<file path="src/rtl/mem_port_arbiter_if.sv">
// Bundle of the fetch, data and shared-memory signals around mem_port_arbiter.
// The master modport is the arbiter's view. The slave modport is the view of the pipeline and memory.
interface mem_port_arbiter_if #(
   parameter int ADDR_W = 64,
   parameter int DATA_W = 64
);
   // Handshake: a requester raises *_req with its address/data and holds them
   // stable until its *_done pulses for one cycle. The arbiter holds mem_req and
   // mem_* stable until mem_ready is sampled high, which completes the access.
   logic              if_req;
   logic [ADDR_W-1:0] if_addr;
   logic              if_done;
   logic [31:0]       if_rdata;
   logic              dm_req;
   logic              dm_we;
   logic [ADDR_W-1:0] dm_addr;
   logic [DATA_W-1:0] dm_wdata;
   logic              dm_done;
   logic [DATA_W-1:0] dm_rdata;
   logic              mem_req;
   logic              mem_we;
   logic [ADDR_W-1:0] mem_addr;
   logic [DATA_W-1:0] mem_wdata;
   logic              mem_ready;
   logic [DATA_W-1:0] mem_rdata;
   logic              stall_if;
   logic              stall_mem;

   modport master (
      input  if_req, if_addr, dm_req, dm_we, dm_addr, dm_wdata, mem_ready, mem_rdata,
      output if_done, if_rdata, dm_done, dm_rdata, mem_req, mem_we, mem_addr, mem_wdata,
      output stall_if, stall_mem
   );

   modport slave (
      output if_req, if_addr, dm_req, dm_we, dm_addr, dm_wdata, mem_ready, mem_rdata,
      input  if_done, if_rdata, dm_done, dm_rdata, mem_req, mem_we, mem_addr, mem_wdata,
      input  stall_if, stall_mem
   );
endinterface

</file>
<file path="src/rtl/mem_port_arbiter.sv">
// Arbitrates instruction fetch and data access onto one single-port memory, with DM priority and an IF anti-starvation limit.
// Define ARB_PERF_CNT_EN to build the grant/conflict performance counters; otherwise they read 0.
module mem_port_arbiter #(
   parameter int ADDR_W       = 64,
   parameter int DATA_W       = 64,
   parameter int STARVE_LIMIT = 4
) (
   input  logic               clk,
   input  logic               reset,
   mem_port_arbiter_if.master bus,
   output logic [31:0]        if_grant_cnt,
   output logic [31:0]        dm_grant_cnt,
   output logic [31:0]        conflict_cnt,
   output logic [1:0]         dbg_state,
   output logic [7:0]         dbg_starve_cnt
);
   localparam int SW = (STARVE_LIMIT < 7) ? 3 : $clog2(STARVE_LIMIT + 1);

   typedef enum logic [1:0] {IDLE = 2'd0, IF_BUSY = 2'd1, DM_BUSY = 2'd2} state_e;

   state_e            state_q, state_d;
   logic [SW-1:0]     starve_cnt_q, starve_cnt_d;
   logic              mem_req_q, mem_req_d;
   logic              mem_we_q, mem_we_d;
   logic [ADDR_W-1:0] mem_addr_q, mem_addr_d;
   logic [DATA_W-1:0] mem_wdata_q, mem_wdata_d;
   logic              if_done_q, if_done_d;
   logic [31:0]       if_rdata_q, if_rdata_d;
   logic              dm_done_q, dm_done_d;
   logic [DATA_W-1:0] dm_rdata_q, dm_rdata_d;
   logic              if_elig, dm_elig;
   logic              if_grant, dm_grant;

   always_comb begin
      state_d      = state_q;
      starve_cnt_d = starve_cnt_q;
      mem_req_d    = mem_req_q;
      mem_we_d     = mem_we_q;
      mem_addr_d   = mem_addr_q;
      mem_wdata_d  = mem_wdata_q;
      if_done_d    = 1'b0;
      if_rdata_d   = if_rdata_q;
      dm_done_d    = 1'b0;
      dm_rdata_d   = dm_rdata_q;
      if_grant     = 1'b0;
      dm_grant     = 1'b0;
      // A requester finishing this cycle is still holding its req; do not re-serve it.
      if_elig      = bus.if_req & ~if_done_q;
      dm_elig      = bus.dm_req & ~dm_done_q;

      case (state_q)
         IDLE: begin
            if (dm_elig && (!if_elig || int'(starve_cnt_q) < STARVE_LIMIT)) dm_grant = 1'b1;
            else if (if_elig) if_grant = 1'b1;
         end
         IF_BUSY: begin
            if (bus.mem_ready) begin
               state_d    = IDLE;
               mem_req_d  = 1'b0;
               mem_we_d   = 1'b0;
               if_done_d  = 1'b1;
               if_rdata_d = bus.mem_rdata[31:0];
            end
         end
         DM_BUSY: begin
            if (bus.mem_ready) begin
               state_d    = IDLE;
               mem_req_d  = 1'b0;
               mem_we_d   = 1'b0;
               dm_done_d  = 1'b1;
               dm_rdata_d = bus.mem_rdata;
            end
         end
         default: state_d = IDLE;
      endcase

      if (dm_grant) begin
         state_d     = DM_BUSY;
         mem_req_d   = 1'b1;
         mem_we_d    = bus.dm_we;
         mem_addr_d  = bus.dm_addr;
         mem_wdata_d = bus.dm_wdata;
         if (bus.if_req && starve_cnt_q != '1) starve_cnt_d = starve_cnt_q + SW'(1);
      end
      if (if_grant) begin
         state_d      = IF_BUSY;
         mem_req_d    = 1'b1;
         mem_we_d     = 1'b0;
         mem_addr_d   = bus.if_addr;
         mem_wdata_d  = '0;
         starve_cnt_d = '0;
      end
   end

   always_ff @(posedge clk) begin
      if (reset) begin
         state_q      <= IDLE;
         starve_cnt_q <= '0;
         mem_req_q    <= 1'b0;
         mem_we_q     <= 1'b0;
         mem_addr_q   <= '0;
         mem_wdata_q  <= '0;
         if_done_q    <= 1'b0;
         if_rdata_q   <= '0;
         dm_done_q    <= 1'b0;
         dm_rdata_q   <= '0;
      end else begin
         state_q      <= state_d;
         starve_cnt_q <= starve_cnt_d;
         mem_req_q    <= mem_req_d;
         mem_we_q     <= mem_we_d;
         mem_addr_q   <= mem_addr_d;
         mem_wdata_q  <= mem_wdata_d;
         if_done_q    <= if_done_d;
         if_rdata_q   <= if_rdata_d;
         dm_done_q    <= dm_done_d;
         dm_rdata_q   <= dm_rdata_d;
      end
   end

`ifdef ARB_PERF_CNT_EN
   logic [31:0] if_grant_cnt_q, if_grant_cnt_d;
   logic [31:0] dm_grant_cnt_q, dm_grant_cnt_d;
   logic [31:0] conflict_cnt_q, conflict_cnt_d;

   always_comb begin
      if_grant_cnt_d = if_grant_cnt_q;
      dm_grant_cnt_d = dm_grant_cnt_q;
      conflict_cnt_d = conflict_cnt_q;
      if (if_grant) if_grant_cnt_d = if_grant_cnt_q + 32'd1;
      if (dm_grant) dm_grant_cnt_d = dm_grant_cnt_q + 32'd1;
      if (state_q == IDLE && if_elig && dm_elig) conflict_cnt_d = conflict_cnt_q + 32'd1;
   end

   always_ff @(posedge clk) begin
      if (reset) begin
         if_grant_cnt_q <= '0;
         dm_grant_cnt_q <= '0;
         conflict_cnt_q <= '0;
      end else begin
         if_grant_cnt_q <= if_grant_cnt_d;
         dm_grant_cnt_q <= dm_grant_cnt_d;
         conflict_cnt_q <= conflict_cnt_d;
      end
   end

   assign if_grant_cnt = if_grant_cnt_q;
   assign dm_grant_cnt = dm_grant_cnt_q;
   assign conflict_cnt = conflict_cnt_q;
`else
   assign if_grant_cnt = '0;
   assign dm_grant_cnt = '0;
   assign conflict_cnt = '0;
`endif

   assign bus.mem_req   = mem_req_q;
   assign bus.mem_we    = mem_we_q;
   assign bus.mem_addr  = mem_addr_q;
   assign bus.mem_wdata = mem_wdata_q;
   assign bus.if_done   = if_done_q;
   assign bus.if_rdata  = if_rdata_q;
   assign bus.dm_done   = dm_done_q;
   assign bus.dm_rdata  = dm_rdata_q;
   assign bus.stall_if  = bus.if_req & ~if_done_q;
   assign bus.stall_mem = bus.dm_req & ~dm_done_q;
   assign dbg_state      = state_q;
   assign dbg_starve_cnt = 8'(starve_cnt_q);
endmodule

</file>
<file path="src/flat_wrapper.sv">
// flat-port wrapper written by rule: the top's interface ports become plain ports
module mem_port_arbiter_flat 
#(
   parameter int ADDR_W       = 64,
   parameter int DATA_W       = 64,
   parameter int STARVE_LIMIT = 4
)
  (clk, reset, if_grant_cnt, dm_grant_cnt, conflict_cnt, dbg_state, dbg_starve_cnt, bus_if_req, bus_if_addr, bus_dm_req, bus_dm_we, bus_dm_addr, bus_dm_wdata, bus_mem_ready, bus_mem_rdata, bus_if_done, bus_if_rdata, bus_dm_done, bus_dm_rdata, bus_mem_req, bus_mem_we, bus_mem_addr, bus_mem_wdata, bus_stall_if, bus_stall_mem);
  mem_port_arbiter_if #(.ADDR_W(ADDR_W), .DATA_W(DATA_W)) bus_i ();
  input  logic clk;
  input  logic reset;
  output logic [31:0] if_grant_cnt;
  output logic [31:0] dm_grant_cnt;
  output logic [31:0] conflict_cnt;
  output logic [1:0] dbg_state;
  output logic [7:0] dbg_starve_cnt;
  input wire logic [$bits(bus_i.if_req)-1:0] bus_if_req;
  input wire logic [$bits(bus_i.if_addr)-1:0] bus_if_addr;
  input wire logic [$bits(bus_i.dm_req)-1:0] bus_dm_req;
  input wire logic [$bits(bus_i.dm_we)-1:0] bus_dm_we;
  input wire logic [$bits(bus_i.dm_addr)-1:0] bus_dm_addr;
  input wire logic [$bits(bus_i.dm_wdata)-1:0] bus_dm_wdata;
  input wire logic [$bits(bus_i.mem_ready)-1:0] bus_mem_ready;
  input wire logic [$bits(bus_i.mem_rdata)-1:0] bus_mem_rdata;
  output wire logic [$bits(bus_i.if_done)-1:0] bus_if_done;
  output wire logic [$bits(bus_i.if_rdata)-1:0] bus_if_rdata;
  output wire logic [$bits(bus_i.dm_done)-1:0] bus_dm_done;
  output wire logic [$bits(bus_i.dm_rdata)-1:0] bus_dm_rdata;
  output wire logic [$bits(bus_i.mem_req)-1:0] bus_mem_req;
  output wire logic [$bits(bus_i.mem_we)-1:0] bus_mem_we;
  output wire logic [$bits(bus_i.mem_addr)-1:0] bus_mem_addr;
  output wire logic [$bits(bus_i.mem_wdata)-1:0] bus_mem_wdata;
  output wire logic [$bits(bus_i.stall_if)-1:0] bus_stall_if;
  output wire logic [$bits(bus_i.stall_mem)-1:0] bus_stall_mem;
  assign bus_i.if_req = bus_if_req;
  assign bus_i.if_addr = bus_if_addr;
  assign bus_i.dm_req = bus_dm_req;
  assign bus_i.dm_we = bus_dm_we;
  assign bus_i.dm_addr = bus_dm_addr;
  assign bus_i.dm_wdata = bus_dm_wdata;
  assign bus_i.mem_ready = bus_mem_ready;
  assign bus_i.mem_rdata = bus_mem_rdata;
  assign bus_if_done = bus_i.if_done;
  assign bus_if_rdata = bus_i.if_rdata;
  assign bus_dm_done = bus_i.dm_done;
  assign bus_dm_rdata = bus_i.dm_rdata;
  assign bus_mem_req = bus_i.mem_req;
  assign bus_mem_we = bus_i.mem_we;
  assign bus_mem_addr = bus_i.mem_addr;
  assign bus_mem_wdata = bus_i.mem_wdata;
  assign bus_stall_if = bus_i.stall_if;
  assign bus_stall_mem = bus_i.stall_mem;
  mem_port_arbiter #(.ADDR_W(ADDR_W), .DATA_W(DATA_W), .STARVE_LIMIT(STARVE_LIMIT)) u_core (.clk(clk), .reset(reset), .bus(bus_i), .if_grant_cnt(if_grant_cnt), .dm_grant_cnt(dm_grant_cnt), .conflict_cnt(conflict_cnt), .dbg_state(dbg_state), .dbg_starve_cnt(dbg_starve_cnt));
endmodule
</file>
<file path="config.mk">
export PLATFORM = sky130hd
export DESIGN_NAME = mem_port_arbiter_flat
export DESIGN_NICKNAME = d
export VERILOG_FILES = /design/src/rtl/mem_port_arbiter_if.sv /design/src/rtl/mem_port_arbiter.sv /design/src/flat_wrapper.sv
export SDC_FILE = /design/constraint.sdc
export NUM_CORES = 1
export LEC_CHECK = 0
export ABC_AREA = 1
export BUFFER_PORTS_ARGS = -buffer_cell sky130_fd_sc_hd__buf_4
export CAP_MARGIN = 20
export CORE_AREA = 4 4 233 235
export DETAILED_ROUTE_END_ITERATION = 6
export DIE_AREA = 0 0 237 239
export GPL_TIMING_DRIVEN = 0
export HOLD_SLACK_MARGIN = 0.06
export PLACE_DENSITY = 0.55
export SYNTH_ARGS = -nofsm -noshare
export SYNTH_HDL_FRONTEND = slang
export SYNTH_SLANG_ARGS = --single-unit
</file>
<file path="constraint.sdc">
create_clock -name clk -period 1.6 [get_ports clk]
set_input_delay 0.24 -clock clk [delete_from_list [all_inputs] [get_ports clk]]
set_output_delay 0.24 -clock clk [all_outputs]
set_load 0.005 [all_outputs]
</file>
==> flow_summary.json <==
{
  "grt_setup_unrepaired": "true",
  "drv_slew": 0,
  "yosys-top-cells-area": "dfxtp_1 (46%), buf_4 (7.9%), nor2_1 (7.4%), a21oi_1 (6.5%), o21ai_0 (6.5%)",
  "fp.dieArea_um2": 56600,
  "fmax_mhz": 616,
  "synth_top_cell_by_area": "dfxtp_1",
  "fin_ws_ns": -0.0222,
  "reg2reg_from": "u_core.dbg_state[1]",
  "grt_pass1_wl_mm": 75.2,
  "utilization_pct": 37.9,
  "power.internal_mw": 13.5,
  "antenna_found_initial": 2,
  "first_pass_iters": 6,
  "portBuffers": 496,
  "switching_share_pct": 29.4,
  "avgSynthCellArea_um2": 7.43,
  "post-place-ws_ns": -0.794,
  "hp-class": "primary input to flip-flop",
  "yosysUniqueCellTypes": 22,
  "tightest_slew_ns": 0.919,
  "routedWlPerCell_um": 17.4,
  "drive_above_1_share_pct": 38.2,
  "p_comb_share_pct": 27.7,
  "clkSinkCount": 233,
  "nFillCells": 5329,
  "die_y_um": 239,
  "setup_viol": 14,
  "synth_top_area_share_pct": 45.7,
  "drcViolationCount": 0,
  "layout_commonest_cell": "buf_4",
  "period_needed_ns": 1.62,
  "crit_required_ns": 2.11,
  "fin_crit_sh_pct": 101,
  "die_w_um": 237,
  "power_switching_mw": 5.62,
  "path_clk_slew_ns": 0.07,
  "hold_path_startpoint": "bus_mem_rdata[54]",
  "cts_tree": "built",
  "grt_max_degree": 16,
  "nNetsFinal": 2543,
  "cts_max_level": 1,
  "critPathMaxStageDelay_ns": 0.33,
  "slew_headroom_pct": 38.7,
  "initial_utilization_pct": 19.5,
  "area_growth_pct": 94.2,
  "ir_drop_mv": 0.838,
  "postRouteAntennaNets": 0,
  "worstSkewPairLatency_ns": 0.59,
  "num_io_pins": 598,
  "post_drt_via_cell_ratio": 4.24,
  "netlist_instances": 1374,
  "grt_pass1_vias": 13100,
  "cellPowerDensity_nw_per_um2": 966,
  "vias": 12700,
  "crit_type": "flip-flop to flip-flop",
  "ys_ff_latch": 233,
  "root_buffer": "clkbuf_16",
  "crit_start": "u_core.dbg_state[1]",
  "first_iter_violations": 516,
  "crit_buf_inv": 5,
  "grt_overflow_total": 0,
  "routed_wirelength_mm": 51.8,
  "post-dp-hpwl_mm": 38.1,
  "crit_fanout": 8,
  "row_count": 84,
  "skew_ns": 0.0184,
  "syn_area_um2": 10200,
  "core_area_um2": 52200,
  "grtUsageTotal_pct": 16.7,
  "power_leakage_nw": 9.19,
  "cts_buffers": 29,
  "gp_congestion": 0.950,
  "hold_violations": 0,
  "mostFrequentLayoutCells": "buf_4 (630), dlygate4sd3_1 (258), dfxtp_1 (228)",
  "yosys_warnings": 0,
  "pwr-share-seq_pct": 34.9,
  "worst_setup_path_end_kind": "flip-flop",
  "cp.arrival_ns": 2.13,
  "ys_seq_area_share_pct": 45.7,
  "cp-start-kind": "flip-flop",
  "maxCapViolations": 0,
  "outcome": "finished with violations",
  "violations": "negative setup slack",
  "path_cells": "inv_2 -> ha_4 -> inv_4 -> nor2_4 -> inv_2 -> buf_12 -> buf_12 -> nand3_2 -> nand2_1 -> a21oi_2",
  "clkPwrFrac_pct": 37.4,
  "cp_top_family": "buffers and inverters",
  "cts_max_path_buffers": 3,
  "cp_slowest_cell": "dfxtp_2"
}
worst min-delay path: stages:
cell and delay [ns]:
buf_4 0.07, o21ai_0 0.20, nor2_1 0.14
through the flow:
| step | total power, mW | cells | area [um2] | setup TNS, ns | hold slack [ns] |
|---|---|---|---|---|---|
| 6_report | 19.1 | 2987 | 19800 | -0.0813 | 0.110 |
| 5_1_grt | 20.0 | 2987 | 19800 | -7.05 | 0.0829 |
| 4_1_cts | 19.1 | 2981 | 19400 | -1.26 | 0.0775 |
| 3_5_place_dp | 10.9 | 2658 | 15200 | -68.35 | 0.452 |
| 3_3_place_gp | 10.8 | 2658 | 15200 | -66.65 | 0.450 |
| 2_1_floorplan | 8.66 | 1474 | 10600 | 0 | 0.309 |
state kept, by name, indices dropped and copies added (netlist names):
signal                flops
u_core.dbg_state          2
u_core.bus.dm_rdata      64
u_core.starve_cnt_q       3
u_core.bus.mem_wdata     64
u_core.bus.if_done        1
u_core.bus.mem_req        1
u_core.bus.mem_addr      64
u_core.bus.dm_done        1
u_core.bus.if_rdata      32
u_core.bus.mem_we         1
layer usage:
layer	GRT usage, %	part of all wire, %	up-vias
met4	6.67	4.8	0
met2	30.1	49	589
li1	-	-	6139
met3	4.22	7.7	108
met1	18.9	39	5820
met5	0	0	-
worst paths after layout:
check	cells past startpoint	end	slack [ns]
max reg2reg	10	u_core.bus.mem_addr[55]	-0.02
min reg2reg	2	u_core.bus.mem_wdata[0]	0.46
max	10	u_core.bus.mem_addr[55]	-0.02
min	3	u_core.bus.dm_rdata[54]	0.11
Yosys cell counts:
library cell and count:
dfxtp_1 233, nor2_1 201, nand2_1 147, a21oi_1 132, o21ai_0 132, nand3_1 129
buf_4 107, inv_1 73, nand4_1 65, buf_2 51, clkbuf_1 47, o21ai_1 29
buf_1 8, inv_2 6, ha_1 5, buf_6 2, nor2_4 2, and2_1 1
conb_1 1, nand3_2 1, nand3_4 1, nor2_2 1
final cells by class:
class,instances,area (um2),area share (%)
timing repair buffer,772,6530,33.0
multi-input combinational,947,4740,23.9
sequential,233,4680,23.6
buffer,214,1660,8.36
tap,688,861,4.34
clock buffer,41,841,4.24
inverter,79,299,1.51
clock inverter,12,200,1.01
antenna,1,2.50,0.0126
kinds of logic after synthesis:
| group | share of synthesized area [%] |
|---|---|
| fa+ha+maj | 0.613 |
| other cells | 0.0368 |
| compound gates | 14.4 |
| simple gates | 23.7 |
| buf+inv | 15.5 |
| flops | 45.7 |
power by group through the flow:
stage | combinational, mW | clock [mW] | sequential, mW
final | 5.29 | 7.17 | 6.68
after CTS | 4.97 | 7.43 | 6.67
after floorplan | 1.89 | 0 | 6.77
after global routing | 5.73 | 7.58 | 6.72
after global placement | 4.05 | 0 | 6.78
after detailed placement | 4.08 | 0 | 6.80
repair_timing:
item	CTS	global route
endpoints found under the setup margin	228	207
hold buffers	258	0
cloned	1	3
hold endpoints to repair	228	0
setup buffers	11	3
pin swaps	9	18
resized for setup	161	138
(Power assumes the default switching activity.)
